===== src/rtl/wb_seq_ctrl.sv =====
// Writeback/memory sequencing controller: decides writeback select and register
// write enable, and stalls the pipeline while a load or store is outstanding.
module wb_seq_ctrl #(
  parameter int unsigned MEM_TIMEOUT = 16
) (
  input  logic       clk,
  input  logic       reset_n,
  input  logic       instr_valid,
  input  logic [1:0] wb_src,
  input  logic       reg_write,
  input  logic       mem_read,
  input  logic       mem_write,
  input  logic       mem_ack,
  input  logic       err_clr,
  output logic       mem_req,
  output logic       mem_we,
  output logic [1:0] wb_sel,
  output logic       rf_we,
  output logic       stall,
  output logic       mem_err
);

  localparam int unsigned CNT_W = 8;
  localparam int unsigned SEL_W = 2;

  typedef enum logic [1:0] {
    IDLE     = 2'b00,
    MEM_WAIT = 2'b01,
    WB       = 2'b10,
    ERR      = 2'b11
  } state_e;

  state_e             state_q, state_d;
  logic [CNT_W-1:0]   cnt_q, cnt_d;
  logic [SEL_W-1:0]   sel_q, sel_d;
  logic               rw_q, rw_d;
  logic               we_q, we_d;
  logic [SEL_W-1:0]   src_sel;

  // Loads always write back memory data; the unused encoding folds onto the ALU.
  assign src_sel = mem_read ? 2'b01 : ((wb_src == 2'b11) ? 2'b00 : wb_src);

  always_ff @(posedge clk or negedge reset_n) begin
    if (!reset_n) begin
      state_q <= IDLE;
      cnt_q   <= '0;
      sel_q   <= '0;
      rw_q    <= 1'b0;
      we_q    <= 1'b0;
    end else begin
      state_q <= state_d;
      cnt_q   <= cnt_d;
      sel_q   <= sel_d;
      rw_q    <= rw_d;
      we_q    <= we_d;
    end
  end

  always_comb begin
    state_d = state_q;
    cnt_d   = cnt_q;
    sel_d   = sel_q;
    rw_d    = rw_q;
    we_d    = we_q;
    mem_req = 1'b0;
    mem_we  = 1'b0;
    wb_sel  = 2'b00;
    rf_we   = 1'b0;
    stall   = 1'b0;
    mem_err = 1'b0;

    case (state_q)
      IDLE: begin
        if (instr_valid) begin
          wb_sel = src_sel;
          if (mem_read && mem_write) begin
            stall   = 1'b1;
            state_d = ERR;
          end else if (mem_read || mem_write) begin
            stall   = 1'b1;
            sel_d   = src_sel;
            rw_d    = reg_write;
            we_d    = mem_write;
            cnt_d   = CNT_W'(1);
            state_d = MEM_WAIT;
          end else begin
            rf_we = reg_write;
          end
        end
      end
      MEM_WAIT: begin
        mem_req = 1'b1;
        mem_we  = we_q;
        stall   = 1'b1;
        wb_sel  = sel_q;
        // Ack wins over a timeout landing in the same cycle.
        if (mem_ack) begin
          state_d = WB;
        end else if (cnt_q == CNT_W'(MEM_TIMEOUT)) begin
          state_d = ERR;
        end else begin
          cnt_d = cnt_q + CNT_W'(1);
        end
      end
      WB: begin
        wb_sel  = sel_q;
        rf_we   = rw_q & ~we_q;
        cnt_d   = '0;
        state_d = IDLE;
      end
      ERR: begin
        mem_err = 1'b1;
        stall   = 1'b1;
        if (err_clr) begin
          cnt_d   = '0;
          state_d = IDLE;
        end
      end
      default: state_d = IDLE;
    endcase

    // Outputs must read zero while reset is held, even with live decode inputs.
    if (!reset_n) begin
      mem_req = 1'b0;
      mem_we  = 1'b0;
      wb_sel  = 2'b00;
      rf_we   = 1'b0;
      stall   = 1'b0;
      mem_err = 1'b0;
    end
  end

endmodule


===== config.mk =====
export PLATFORM = sky130hd
export DESIGN_NAME = wb_seq_ctrl
export DESIGN_NICKNAME = d
export VERILOG_FILES = /design/src/rtl/wb_seq_ctrl.sv
export SDC_FILE = /design/constraint.sdc
export NUM_CORES = 1
export LEC_CHECK = 0
export ABC_CLOCK_PERIOD_IN_PS = 4700
export CAP_MARGIN = 20
export CORE_ASPECT_RATIO = 1.4
export CORE_MARGIN = 10
export CORE_UTILIZATION = 56
export CTS_BUF_LIST = sky130_fd_sc_hd__clkbuf_4 sky130_fd_sc_hd__clkbuf_8 sky130_fd_sc_hd__clkbuf_16
export DETAILED_ROUTE_END_ITERATION = 10
export GPL_TIMING_DRIVEN = 0
export PLACE_DENSITY = 0.83
export SLEW_MARGIN = 20
export SYNTH_ARGS = -nofsm -noshare
export SYNTH_HDL_FRONTEND = slang
export SYNTH_SLANG_ARGS = --single-unit

===== constraint.sdc =====
create_clock -name clk -period 4.7 [get_ports clk]
set_input_delay 0.705 -clock clk [delete_from_list [all_inputs] [get_ports clk]]
set_output_delay 0.705 -clock clk [all_outputs]
set_load 0.01 [all_outputs]

==> results.md <==
- Routed via count: about 940
- Post-synth cell types: 39
- Worst EP required: 3.99 ns
- Share of layout cells above drive strength 1: 11.1%
- PD cells: ~470 mW/mm2
- Worst vdd ir: around 0.32 mV
- RSZ-0062 raised after global routing: no
- R2R Path End: cnt_q[7]$_DFFE_PN0P_
- Status: complete, no violations
- P&R area growth vs syn: 19.0%
- Total track usage: 12.6%
- Final setup fails: 0
- Top-Level Pins: 17
- CP max stage cell: clkdlybuf4s50_1
- Final Skew: ~0.0044 ns
- Headroom to the max-slew limit: about 45%
- Clock transition at path regs: approximately 0.090 ns
- DRT iter0 DRCs: 21
- Register area share after synthesis: ~33%
- Core ar.: 0.00178 mm2
- Most frequent cells in the layout: dfrtp_1 (14), clkdlybuf4s50_1 (14), inv_1 (8)
- Rows: 18
- Yosys warnings: 0
- CP Cell Sequence: clkdlybuf4s50_1 -> nand2b_1 -> a21oi_1 -> clkdlybuf4s50_1
- Fill count: 149
- Routed len/inst: between 15 and 20 um
- Final TNS setup: 0 ns
- Die H: 71.5 um
- Vias per cell: 6.09
- Leak pwr: around 0.53 nW
- DRC viols: 0
- Post-synth EDFFs: 0
- Worst Min Path Start: rw_q$_DFFE_PN0P_
- Total congestion overflow: 0
- Starting density of the core: between 50% and 60%
- Pin count of the biggest net entering global routing: 21
- Nets: 153
- Fmax: 302 MHz
- Syn Std Cell Area: around 0.0011 mm2
- Hold Path End: rw_q$_DFFE_PN0P_
- Worst Setup Start Kind: input pin
- Vias in the first global route: 1017
- Initial antenna violation count: 0
- Final hold violations: 0
- Critical setup path kind: input pin to output pin
- Slew @ Worst Pin: just over 0.8 ns
- Routability cong.: slightly below 0.8
- Clock period minus worst slack: ~3.3 ns
- Final wirelength: between 2000 and 2500 um
- DIE AREA: about 0.0041 mm2
- Final worst-path cycle share: 70.5%
- Synthesized net count: approximately 130
- Element type at the critical path end: output pin
- Clk sinks: 14
- Crit Path Max Fanout: 20
- Top FF cell, synth: dfrtp_1
- Pins Over Slew Limit: 0
- DP Wirelength: between 1500 and 2000 um
- Flop-to-flop setup slack: between 2 and 3 ns
- Hold Crit Depth: 1
- First-pass GRT wire length: ~4400 um
- DP Area: about 0.0012 mm2
- Hold Crit Class: register to register
- Most used cell, CP: clkdlybuf4s50_1
- Avg Inst Size Synth: 9.07 um2
- FFs w/ async S/R, synth: between 90% and 100%
- Clock buffer count from CTS: 3
- # port buffers: 14
- CTS tree: yes
- Hold_buf cts: 0
- Flops & latches, synth: 14
- DIE WIDTH: 56.8 um
- Clock latency on the worst-skew pair: roughly 0.29 ns
- Max Cap Viol: 0
- CTS max path bufs: 2
- Reg2Reg Depth: 7
- Final ANT Viol Nets: 0
- Root Buffer: clkbuf_4
- Post-CTS setup buffers: 0
- PostCTS Resize Cnt: 0
- Ant diodes: 0
- Crit path DAT: approximately 2.6 ns
- Post-route cell area: approximately 0.0013 mm2
- Cells after Synth: approximately 120
- Initial DRT Pass Iterations: 4
- Worst path max stage delay: slightly above 1 ns
- R2r startpoint: state_q[0]$_DFFE_PN0P_
- Clock H-tree levels: 1
flip-flops by register name, summed over array words and instances (netlist names):
register and flops:
cnt_q 8, rw_q 1, sel_q 2, state_q 2, we_q 1
worst max-delay path, delay by kind of cell:
family | cells | cell delay, ns
buf+inv | 2 | 1.57
simple gates | 1 | 0.17
compound gates | 1 | 0.16
worst max path at each step:
stage | cells after the start | endpoint | slack [ns] | from
floorplan | 7 | stall | 2.40 | state_q[0]$_DFFE_PN0P_
global placement | 4 | wb_sel[0] | 1.44 | reset_n
detailed placement | 4 | wb_sel[0] | 1.35 | reset_n
CTS | 4 | wb_sel[0] | 1.33 | reset_n
global route | 8 | stall | 1.12 | state_q[0]$_DFFE_PN0P_
finish | 4 | wb_sel[0] | 1.39 | reset_n
cell usage after synthesis, drive strengths merged, types with 2 or more instances:
| master | number | area (um2) |
|---|---|---|
| clkbuf | 2 | 7.51 |
| a221o | 2 | 20.0 |
| nand3 | 7 | 35.0 |
| nand2 | 7 | 26.3 |
| nand2b | 4 | 32.5 |
| o31ai | 2 | 15.0 |
| o211ai | 4 | 30.0 |
| mux2i | 2 | 20.0 |
| or2 | 2 | 12.5 |
| a21o | 3 | 22.5 |
| nor2 | 6 | 22.5 |
| dfrtp | 14 | 350 |
| inv | 8 | 30.0 |
| mux2 | 2 | 22.5 |
| a21boi | 2 | 15.0 |
| a21oi | 6 | 30.0 |
| or3 | 2 | 12.5 |
| o22a | 2 | 17.5 |
| buf | 3 | 20.0 |
| nor2b | 5 | 31.3 |
| and2 | 3 | 18.8 |
| o21ai | 5 | 25.0 |
| nor3 | 2 | 10.0 |
| nor3b | 3 | 22.5 |
| a221oi | 2 | 35.0 |
| ha | 7 | 87.6 |
cell families after synthesis:
| kind of cell | count (synthesis) | synth area share (%) |
|---|---|---|
| and+or+nand+nor | 47 | 25.9 |
| AOI/OAI and AO/OA | 31 | 22.5 |
| DFF | 14 | 33.0 |
| buffers and inverters | 13 | 5.42 |
| adders and majority gates | 7 | 8.25 |
| muxes | 4 | 4.01 |
| xor gates and xnor gates | 1 | 0.826 |
power by group:
group | switching (W) | total [W] | internal (W)
registers | 0.0000273 | 0.000180 | 0.000153
clock network | 0.0000431 | 0.0000903 | 0.0000472
logic | 0.000169 | 0.000320 | 0.000151
total | 0.000239 | 0.000590 | 0.000351
per-stage QoR:
stage	utilization [%]	cells	hold WS, ns	setup WS (ns)	total power [W]
6_report	71.0	155	0.517	1.39	0.000590
5_1_grt	71.0	155	0.539	1.12	0.000637
4_1_cts	71.0	155	0.518	1.33	0.000592
3_5_place_dp	68.9	151	0.496	1.35	0.000501
3_3_place_gp	68.9	151	0.493	1.44	0.000490
2_1_floorplan	-	117	0.409	2.40	0.000401
routing by layer:
metal / up-vias / wire, um / global-route usage (%)
met1: 456 / 958 / 12.4
met4: 0 / 70 / 7.33
met3: 6 / 123 / 3.53
li1: 456 / - / -
met2: 26 / 1290 / 22.7
met5: - / 0 / 0
layout make-up:
type	instances	area [um2]	area share (%)
buffer	5	27.5	2.18
clock buffer	4	36.3	2.87
inverter	8	30.0	2.38
multi-input combinational	90	653	51.7
sequential	14	350	27.8
tap	20	25.0	1.98
timing repair buffer	14	140	11.1
Note: power is estimated with default switching activity, not from simulation.
